$ cat config.mk
export PLATFORM = sky130hd
export DESIGN_NAME = id_decode_queue
export DESIGN_NICKNAME = d
export VERILOG_FILES = /design/src/rtl/id_decode_queue.sv
export SDC_FILE = /design/constraint.sdc
export NUM_CORES = 1
export LEC_CHECK = 0
export ABC_AREA = 0
export BUFFER_PORTS_ARGS = -buffer_cell sky130_fd_sc_hd__buf_4
export CORE_MARGIN = 4
export CORE_UTILIZATION = 40
export DETAILED_ROUTE_END_ITERATION = 16
export GPL_TIMING_DRIVEN = 0
export MAX_ROUTING_LAYER = met4
export PLACE_DENSITY_LB_ADDON = 0.15
export RECOVER_POWER = 100
export SETUP_SLACK_MARGIN = 0.15
export SYNTH_ARGS = -nofsm -noshare
export SYNTH_HDL_FRONTEND = slang
export SYNTH_SLANG_ARGS = --single-unit
$ cat constraint.sdc
create_clock -name clk -period 9.4 [get_ports clk]
set_clock_uncertainty 0.1 [all_clocks]
set_input_delay 1.41 -clock clk [delete_from_list [all_inputs] [get_ports clk]]
set_output_delay 1.41 -clock clk [all_outputs]
set_load 0.02 [all_outputs]
$ cat src/rtl/id_decode_queue.sv
// Instruction queue between fetch and decode: multi-slot enqueue, one registered decode slot out.
// Optional macro IDQ_BYPASS_EN lets slot 0 of a beat skip the empty queue straight into the output slot.
module id_decode_queue #(
  parameter int unsigned FETCH_W = 2,
  parameter int unsigned DEPTH   = 8
) (
  input  logic                               clk,
  input  logic                               rst_n,
  input  logic                               flush,
  input  logic                               if_valid,
  output logic                               if_ready,
  input  logic [$clog2(FETCH_W+1)-1:0]       if_num,
  input  logic [32*FETCH_W-1:0]              if_inst,
  input  logic [32*FETCH_W-1:0]              if_pc,
  output logic                               id_valid,
  input  logic                               id_ready,
  output logic [31:0]                        id_inst,
  output logic [31:0]                        id_pc,
  output logic [4:0]                         id_reg_d,
  output logic [4:0]                         id_reg_j,
  output logic [4:0]                         id_reg_k,
  output logic [25:0]                        id_imm,
  output logic [2:0]                         id_op_class,
  output logic                               id_is_branch,
  output logic                               id_ine,
  output logic [$clog2(DEPTH+1)-1:0]         idq_cnt
);

  localparam int unsigned NUM_W = $clog2(FETCH_W + 1);
  localparam int unsigned PTR_W = $clog2(DEPTH);
  localparam int unsigned CNT_W = $clog2(DEPTH + 1);

  logic [31:0]      mem_inst [DEPTH];
  logic [31:0]      mem_pc   [DEPTH];
  logic [PTR_W-1:0] wr_ptr;
  logic [PTR_W-1:0] rd_ptr;

  logic             accept;
  logic             q_empty;
  logic             slot_open;
  logic             deq;
  logic             bypass;
  logic             load;
  logic [NUM_W-1:0] enq_n;
  logic [31:0]      load_inst;
  logic [31:0]      load_pc;
  logic             dec_branch;
  logic [2:0]       dec_class;

  // Queue control; if_ready looks only at the current count so a dequeue never frees space the same cycle
  always_comb begin
    if_ready  = (CNT_W'(DEPTH) - idq_cnt >= CNT_W'(FETCH_W)) && !flush;
    accept    = if_valid && if_ready;
    q_empty   = (idq_cnt == '0);
    slot_open = !id_valid || id_ready;
    deq       = !q_empty && slot_open && !flush;
`ifdef IDQ_BYPASS_EN
    bypass    = accept && q_empty && slot_open;
`else
    bypass    = 1'b0;
`endif
    load      = deq || bypass;
    enq_n     = accept ? (if_num - NUM_W'(bypass)) : '0;
    load_inst = deq ? mem_inst[rd_ptr] : if_inst[31:0];
    load_pc   = deq ? mem_pc[rd_ptr]   : if_pc[31:0];
  end

  // Decode of the word about to enter the output slot
  always_comb begin
    dec_branch = (load_inst[31:26] >= 6'b010100) && (load_inst[31:26] <= 6'b011011);
    dec_class  = 3'd0;
    if (dec_branch)                                                   dec_class = 3'd1;
    else if (load_inst[31:28] == 4'b0001)                             dec_class = 3'd2;
    else if (load_inst[31:25] == 7'b0000001 ||
             load_inst[31:26] == 6'b001010)                           dec_class = 3'd3;
    else if (load_inst[31:20] == 12'h001)                             dec_class = 3'd4;
    else if (load_inst[31:24] == 8'h04)                               dec_class = 3'd5;
  end

  // Storage; a bypassed slot 0 shifts the remaining slots down by one
  always_ff @(posedge clk) begin
    if (accept) begin
      for (int unsigned i = 0; i < FETCH_W; i++) begin
        if (NUM_W'(i) < if_num && NUM_W'(i) >= NUM_W'(bypass)) begin
          mem_inst[PTR_W'(wr_ptr + PTR_W'(i) - PTR_W'(bypass))] <= if_inst[32*i +: 32];
          mem_pc[PTR_W'(wr_ptr + PTR_W'(i) - PTR_W'(bypass))]   <= if_pc[32*i +: 32];
        end
      end
    end
  end

  always_ff @(posedge clk or negedge rst_n) begin
    if (!rst_n) begin
      wr_ptr  <= '0;
      rd_ptr  <= '0;
      idq_cnt <= '0;
    end else if (flush) begin
      wr_ptr  <= '0;
      rd_ptr  <= '0;
      idq_cnt <= '0;
    end else begin
      wr_ptr  <= wr_ptr + PTR_W'(enq_n);
      rd_ptr  <= rd_ptr + PTR_W'(deq);
      idq_cnt <= idq_cnt + CNT_W'(enq_n) - CNT_W'(deq);
    end
  end

  // Output slot
  always_ff @(posedge clk or negedge rst_n) begin
    if (!rst_n) begin
      id_valid     <= 1'b0;
      id_inst      <= '0;
      id_pc        <= '0;
      id_reg_d     <= '0;
      id_reg_j     <= '0;
      id_reg_k     <= '0;
      id_imm       <= '0;
      id_op_class  <= '0;
      id_is_branch <= 1'b0;
      id_ine       <= 1'b0;
    end else if (flush) begin
      id_valid <= 1'b0;
    end else if (load) begin
      id_valid     <= 1'b1;
      id_inst      <= load_inst;
      id_pc        <= load_pc;
      id_reg_d     <= load_inst[4:0];
      id_reg_j     <= load_inst[9:5];
      id_reg_k     <= load_inst[14:10];
      id_imm       <= {load_inst[9:0], load_inst[25:10]};
      id_op_class  <= dec_class;
      id_is_branch <= dec_branch;
      id_ine       <= (dec_class == 3'd0);
    end else if (id_ready) begin
      id_valid <= 1'b0;
    end
  end

endmodule

# After elaboration in Yosys (flattened, before gate mapping)
# Memory sizes are Yosys's and may differ from the RTL's. A register that Yosys moved wholly into a read port is not among the register bits.
# Index checks and enable logic that the tools add are counted.
[totals]
register_bits = 89
ram_bits = 512
mem_count = 2
inputBits = 135
wordCells = 65
out_inout_bits = 116
[memory_table]
columns = ["memory", "words", "word_bits", "rd", "rd_clocked_by_memory_dff", "write_ports", "line_no", "source"]
rows = [
  ["mem_inst", 8, 32, 1, 0, 2, "33", "logic [31:0] mem_inst [DEPTH];"],
  ["mem_pc", 8, 32, 1, 1, 2, "34", "logic [31:0] mem_pc [DEPTH];"],
]
[classes]
add_sub_neg = 6
n_mux = 19
n_reduce_logical = 15
n_bitwise = 1
n_eq_ne = 5
order_cmp = 5
[op_table]
columns = ["op", "count"]
rows = [
  ["$mux 32", 1],
  ["$mux 3", 7],
  ["$eq 12x1->1 const B", 1],
  ["$mux 1", 9],
  ["$eq 8x3->1 const B", 1],
  ["$eq 7x1->1 const B", 1],
  ["$eq 6x4->1 const B", 1],
  ["$ge 6x5->1 const B", 1],
  ["$le 6x5->1 const B", 1],
  ["$logic_and 1x1->1", 5],
  ["$add 4x2->4", 1],
  ["$eq 4x1->1 const B", 1],
  ["$ge 4x2->1 const B", 1],
  ["$logic_not 1->1", 4],
  ["$logic_not 4->1", 1],
  ["$lt 1x2->1 const A", 2],
  ["$mux 4", 1],
  ["$sub 4x1->4", 1],
  ["$sub 4x4->4 const A", 1],
  ["$add 3x1->3", 1],
  ["$add 3x1->3 const B", 1],
  ["$add 3x2->3", 1],
  ["$logic_not 3->1", 1],
  ["$reduce_bool 3->1", 1],
  ["other kinds (4)", 5],
]

# Longest topological paths before layout
# Gate-level depths: netlist of run 1.
[logic_depth]
ltp_word = 12
mapped_depth = 13

# Worst setup path after synthesis of run 1
# OpenSTA, ideal clock, no wires.
[synth_timing]
path_type = "input port to flip-flop"
start = "input flush"
end = "memory mem_inst[0][0], enable pin"
arrival_ns = 6.992
slack_ns = 1.727
required_time_ns = 8.719
stages = 6
setup_time_ns = 0.581
n_path_buf = 0
cell_sequence = "a41oi_2 -> and2_4 -> nand2_1 -> nand2_1 -> nand2b_1 -> o31ai_1"
[synth_rtl]
columns = ["element", "line_no", "source"]
rows = [
  ["start: declaration", "9", "input logic flush,"],
  ["end: declaration", "33", ""],
]

==> results of run 1 <==
## cell families (layout without fill, tap and decap cells)
group,Yosys count,in the layout,share of synthesized area
muxes,710,710,0.316
AOI/OAI and AO/OA,99,99,0.0207
other,0,9,0
adders and majority gates,14,14,0.00650
and+or+nand+nor,144,144,0.0231
buffers and inverters,169,565,0.0374
xor gates and xnor gates,8,8,0.00240
DFF,592,592,0.594
## worst paths after layout
check                            startpoint        endpoint  slack [ns]  cells after the start
max in group asynchronous             rst_n       id_pc[26]        3.95                      2
worst min register to register  id_inst[27]     id_inst[27]        0.38                      2
worst min-delay path            id_inst[27]     id_inst[27]        0.38                      2
worst max-delay path             idq_cnt[2]  mem_inst[3][8]        2.78                     10
worst max register to register   idq_cnt[2]  mem_inst[3][8]        2.78                     10
min in group asynchronous             rst_n     id_inst[23]        1.47                      1
## worst max-delay path: stages, from the launching register on
cell and delay [ns]:
dfrtp_1 0.43, or4_1 0.55, a41oi_1 0.23, and2_0 0.34, nand2_1 0.27, nor3_1 0.52
clkbuf_1 0.86, clkbuf_1 0.74, o21bai_1 0.57, clkbuf_1 1.35, buf_12 0.31
## flip-flops by register name (all words and copies together), names as in the netlist
name	count
wr_ptr	3
mem_inst	256
id_ine	1
id_op_class	3
id_pc	32
id_is_branch	1
idq_cnt	4
id_valid	1
id_inst	32
rd_ptr	3
mem_pc	256
## final cells by class
class / instances / area, µm² / area share
Antenna cell: 9 / 22.5 / 0.000660
Buffer: 156 / 779 / 0.0228
Clock buffer: 105 / 2050 / 0.0600
Clock inverter: 15 / 198 / 0.00579
Inverter: 13 / 48.8 / 0.00143
Multi-Input combinational cell: 975 / 10700 / 0.314
Sequential cell: 592 / 17400 / 0.509
Tap cell: 950 / 1190 / 0.0348
Timing Repair Buffer: 276 / 1750 / 0.0514
## per-layer routing
layer | share of wire | track usage | routed length [µm]
met5 | 0 | - | 0
met1 | 0.42 | 0.290 | 36100
met2 | 0.49 | 0.371 | 42600
met3 | 0.066 | 0.0473 | 5690
met4 | 0.026 | 0.0617 | 2210
## power breakdown
group,total (mW),internal [mW],switching (mW)
sequential,3.31,3.17,0.142
clock,2.69,1.63,1.06
combinational,2.29,0.929,1.36
total,8.29,5.73,2.56
## stage by stage
stage / setup TNS [ns] / area [µm²] / hold WS [ns]
2_1_floorplan: 0 / 29200 / 0.480
3_3_place_gp: -1071.35 / 32300 / 0.369
3_5_place_dp: 0 / 33000 / 0.373
4_1_cts: 0 / 35300 / 0.390
5_1_grt: 0 / 34100 / 0.409
6_report: 0 / 34100 / 0.384
## cell usage after synthesis (3+ instances only)
cell type  instances  area share
buf_2             23      0.0039
mux2_1           162       0.062
edfxtp_1         512        0.53
mux4_2           118       0.091
nand3_1            6      0.0010
o21ai_0           61       0.010
mux2i_1           76       0.026
a21o_1             3     0.00077
nor3_2             3      0.0010
a22oi_1            7      0.0018
clkbuf_1          34      0.0044
inv_1             13      0.0017
nand2_1           90       0.012
ha_1              12      0.0051
o31ai_1            3     0.00077
buf_4             61       0.016
mux2_2           354        0.14
nor2b_1            8      0.0017
buf_1             11      0.0014
nand4_1            3     0.00064
xnor2_1            5      0.0015
a22o_1             3     0.00090
buf_6             27       0.010
xor2_1             3     0.00090
a21oi_1            4     0.00068
nor2_1            14      0.0018
nand2b_1           5      0.0011
dfrtp_1           80       0.068
==> reports/metrics.yaml, run 1 <==
worst_pin_slew_ns: 3.13
fill_cells: 6375
dieArea_mm2: 0.0775
hpwl_um: 57000
critPathRequiredTime_ns: 9.58
netlist-cell-type-count: 55
ctsHoldBuffers: 0
power.total_mw: 8.29
die_w_um: 278
fin_nets: 2231
root_buffer: "clkbuf_16"
io_buffer_count: 246
rsz0062_at_grt: "no"
core_area_mm2: 0.0720
row_count: 98
io_pins: 251
die_height_um: 278
grt_pass1_vias: 17800
hold_class: "reg2reg"
grt_pass1_wl_um: 125000
vias: 17100
synth_warnings: 0
synth_edf_count: 512
synth-seq-cells: 592
clkTransAtPathRegs_ns: 0.05
drt-total-wl_um: 86600
crit_type: "reg2reg"
route.detailed.drc: 0
postCtsResizedCells: 0
clkLatencyLatePin_ns: 0.59
power_leakage_nw: 11.5
antenna_found_initial: 9
drt-pass1-iter-count: 5
synthCells: 1736
syn2layout_area_growth_pct: 16.7
ys_seq_area_frac: 0.594
cap_violations: 12
critical_path.endpoint_type: "flip-flop"
placed_cells: 2961
post-route-period-util: 0.705
grt_start_max_net_pins: 81
avgViaCountPerCell: 5.54
initial_utilization: 0.406
gp_congestion: 0.787
drive_gt1_frac: 0.369
critPathArrivalTime_ns: 6.80
htree_num_levels: 3
ant_nets: 0
p_per_area_mw_per_mm2: 243
maxSlewHeadroom: -1.11
cts_buffers: 68
synthesis.nets: 1885
final_cell_mix: "edfxtp_1, mux2_2, clkbuf_1"
fin_cells: 3091
clock_path_buffers: 3
pre_cts_ws_ns: 4.33
async_reset_ff_frac: 0.135
syn_area_mm2: 0.0292
setup_ws_ns: 2.78
grt_remaining_overflow: 0
cts_tree: "yes"
cts_sinks: 592
status: "complete, but fails checks"
period_minus_slack_ns: 6.62
path_max_fanout: 20
syn_avg_cell_area_um2: 16.8
utilization: 0.474
vdd_drop_max_uv: 143
synth_ff_type: "edfxtp_1"
post_drt_wl_per_cell_um: 28.0
hold_viol_final: 0
setup_viol: 0
layout_commonest_cell: "edfxtp_1"
violations: "capacitance limit, slew limit"
cts_setup_buffers: 0
timing.final.max_slew_violations: 235
drt_iter0_markers: 1356
cp-start-kind: "flip-flop"
grt_use_total: 0.227
max_freq_mhz: 151
No activity file was read; power rests on OpenSTA's default activity.
==> inputs of run 2 (changes only) <==
--- a/config.mk
+++ b/config.mk
@@ -5,7 +5,7 @@
 export SDC_FILE = /design/constraint.sdc
 export NUM_CORES = 1
 export LEC_CHECK = 0
-export ABC_AREA = 0
+export ABC_AREA = 1
 export BUFFER_PORTS_ARGS = -buffer_cell sky130_fd_sc_hd__buf_4
 export CORE_MARGIN = 4
 export CORE_UTILIZATION = 40
==> constraint.sdc (replaced) <==
create_clock -name clk -period 6.8 [get_ports clk]
set_clock_uncertainty 0.1 [all_clocks]
set_input_delay 1.02 -clock clk [delete_from_list [all_inputs] [get_ports clk]]
set_output_delay 1.02 -clock clk [all_outputs]
set_load 0.02 [all_outputs]
==> run 2 against run 1 <==
The flow still finishes with violations (capacitance limit, slew limit). Area after synthesis up 4.7%. Routed wire length is 42% higher. Hold slack worse by 0.0073 ns. Clock power up 38%. Design area up 1.8%. Register-to-register slack worse by 1.4 ns. Global-route usage is 7.6 points higher. Critical path type unchanged. Critical endpoint is now mem_inst[7][4].
==> reports/metrics.yaml, run 2 <==
post-route-period-util: 0.796  # +0.0918
final_cell_mix: "nand2_1, edfxtp_1, clkbuf_1"
postCtsResizedCells: 0  # unchanged
drive_gt1_frac: 0.0851  # -0.284
syn2layout_area_growth_pct: 13.5
synthesis.nets: 3766  # +100%
io_buffer_count: 125  # -49%
pre_cts_ws_ns: 2.29  # -2.04 ns
synth_area_leaders: "edfxtp_1, nand2_1, dfrtp_1"
period_minus_slack_ns: 5.42  # -1.21 ns
p_sw_mw: 4.59  # +79%
avgViaCountPerCell: 5.43  # -1.9%
crit-reg2reg-launch: "idq_cnt[0]"
fin_tns_setup_ns: 0  # unchanged
use_met1: 0.388  # +0.0980
post_drt_wl_per_cell_um: 25.0  # -11%
io_pins: 251  # unchanged
synth_fa_ha_area_frac: 0.00621  # -0.000292
grt_use_total: 0.303  # +0.0760
htree_num_levels: 3  # unchanged
placed_cells: 4780  # +61%
syn_avg_cell_area_um2: 8.46  # -50%
critPathArrivalTime_ns: 5.64  # -1.16 ns
cp-start-kind: "flip-flop"
cts_tree: "yes"
synth_common_cells: "nand2_1, edfxtp_1, nor2_1"
yosysMostFrequentCell: "nand2_1"
synth_edf_count: 512  # unchanged
synth.mux.area_fraction: 0  # -0.316
yosys.area_share.simple: 0.271  # +0.248
intPower_mw: 7.63  # +33%
synth-seq-cells: 592  # unchanged
drt-pass1-iter-count: 6  # +1
antenna_found_initial: 30  # +21
hold_class: "reg2reg"
crit_type: "reg2reg"
die_height_um: 285  # +2.3%
synthXorXnorAreaFrac: 0.000286  # -0.00211
ctsHoldBuffers: 0  # unchanged
cap_violations: 6  # -6
power_leakage_nw: 14.7  # +27%
hold_ws_ns: 0.377  # -0.00733 ns
grt_busiest_layer: "met2"
clockPowerShare: 0.304  # -0.020
grt.met2_usage: 0.452  # +0.0808
fin_nets: 3971  # +78%
cts_setup_buffers: 0  # unchanged
grt_pass1_vias: 24900  # +40%
status: "complete, but fails checks"
gp_congestion: 0.903  # +15%
route.detailed.drc: 0  # unchanged
synth_top_family_by_area: "simple AND/OR/NAND/NOR gates"
layout_commonest_cell: "nand2_1"
ys_seq_area_frac: 0.568  # -0.0266
synth_ff_type: "edfxtp_1"
netlist-cell-type-count: 34  # -38%
timing.final.max_slew_violations: 183  # -22%
critPathRequiredTime_ns: 7.02  # -2.56 ns
cts_buffers: 69  # +1.5%
row_count: 101  # +3.1%
maxSlewHeadroom: -0.805  # +0.306
rrSetupSlack_ns: 1.38  # -1.39 ns
setup_viol: 0  # unchanged
cts_sinks: 592  # unchanged
vias: 26800  # +57%
initial_utilization: 0.403  # -0.00318
fin_cells: 4938  # +60%
dieArea_mm2: 0.0810  # +4.6%
synthCells: 3617  # +110%
grt_start_max_net_pins: 81  # unchanged
violations: "capacitance limit, slew limit"
p_seq_frac: 0.375  # -0.024
largestRegisters: "mem_inst x256, mem_pc x256"
grt_remaining_overflow: 0  # unchanged
synth_warnings: 0  # unchanged
clkLatencyLatePin_ns: 0.61  # +0.02 ns
syn_area_mm2: 0.0306  # +4.7%
path_max_fanout: 40  # +100%
swShare: 0.376  # +0.0671
r2r_cells: 12  # +2
core_area_mm2: 0.0759  # +5.5%
drt_iter0_markers: 3310  # +140%
drt-total-wl_um: 123000  # +42%
die_w_um: 285  # +2.3%
clkTransAtPathRegs_ns: 0.06  # about the same
root_buffer: "clkbuf_16"
min_path_cells: 2  # unchanged
async_reset_ff_frac: 0.135  # unchanged
rsz0062_at_grt: "no"
grt_pass1_wl_um: 173000  # +38%
hold_start: "id_pc[7]"
synth_compound_area_frac: 0.0759  # +0.0552
max_freq_mhz: 185  # +22%
r2r_end: "mem_inst[7][4]"
hold_end: "id_pc[7]"
synth_top_area_cell: "edfxtp_1"
met3_usage: 0.0748  # +0.0275
vdd_drop_max_uv: 196  # +37%
hpwl_um: 80200  # +41%
critical_path.endpoint_type: "flip-flop"
comb_power_share: 0.321  # +0.045
ant_nets: 0  # unchanged
setup_ws_ns: 1.38  # -1.39 ns
netlist.area_leader.share: 0.502  # -0.0236
clock_path_buffers: 3  # unchanged
p_per_area_mw_per_mm2: 352  # +45%
worst_pin_slew_ns: 2.71  # -0.427 ns
hold_viol_final: 0  # unchanged
-- run 2: cell types whose count changed in the layout (fill, tap and decap cells not counted), moves of 118 or more --
cell | previous run | this run
mux2_2 | 353 | 0
mux4_2 | 118 | 0
nor2_1 | 17 | 262
o21ai_0 | 61 | 253
nand2_1 | 91 | 1758
mux2_1 | 163 | 0
-- run 2: worst max-delay path by stage --
stage | slack, ns | endpoint | from
after floorplan | 2.99 | mem_inst[0][0] | flush
after global placement | 0.73 | mem_inst[7][4] | flush
after detailed placement | 2.29 | idq_cnt[3] | flush
after CTS | 2.66 | idq_cnt[3] | idq_cnt[0]
after global routing | 1.24 | mem_inst[7][4] | idq_cnt[0]
final | 1.38 | mem_inst[7][4] | idq_cnt[0]
-- run 2: metrics by stage --
| step | util | instance area, µm² | total power, mW |
|---|---|---|---|
| after floorplan | - | 30600 | 7.00 |
| after global placement | 0.432 | 32800 | 8.73 |
| after detailed placement | 0.436 | 33100 | 8.76 |
| after CTS | 0.465 | 35300 | 12.4 |
| after global routing | 0.457 | 34700 | 12.7 |
| final | 0.457 | 34700 | 12.2 |
-- run 2: metal layers --
| metal | share of wire | vias up |
|---|---|---|
| met5 | 0 | - |
| met4 | 0.048 | 0 |
| met3 | 0.12 | 316 |
| met2 | 0.45 | 1662 |
| met1 | 0.39 | 12700 |
| li1 | - | 12200 |
-- run 2: power groups by stage --
stage / sequential [mW] / combinational (mW) / clock [mW]
floorplan: 4.88 / 2.12 / 0
global placement: 4.69 / 4.05 / 0
detailed placement: 4.66 / 4.10 / 0
CTS: 4.59 / 4.11 / 3.73
global route: 4.63 / 4.21 / 3.87
finish: 4.58 / 3.93 / 3.72
-- run 2: cell type report --
| cell class | instances | area (µm²) |
|---|---|---|
| fill | 7454 | 41200 |
| sequential | 592 | 17400 |
| multi-input combinational | 2542 | 10700 |
| clock buffer | 104 | 1960 |
| buffer | 384 | 1820 |
| tap | 1030 | 1290 |
| timing repair buffer | 134 | 856 |
| inverter | 99 | 378 |
| clock inverter | 23 | 243 |
| antenna | 30 | 75.1 |
-- run 2: critical path, stage by stage (launching register included) --
cell        delay [ns]
dfrtp_1           0.41
inv_1             0.10
ha_1              0.29
nor4_1            0.25
nand3_1           0.10
nand2_1           0.07
inv_1             0.06
nand3_1           0.20
clkinvlp_2        0.33
nand2_1           0.55
clkbuf_1          0.75
nand2_1           1.25
buf_16            0.62
-- run 2: cells by family (layout without fill, tap and decap cells) --
family	Yosys count	count (layout)
simple gates	2143	2143
flops	592	592
buf+inv	483	744
compound gates	384	384
fa+ha+maj	14	14
xor+xnor	1	1
other cells	0	30
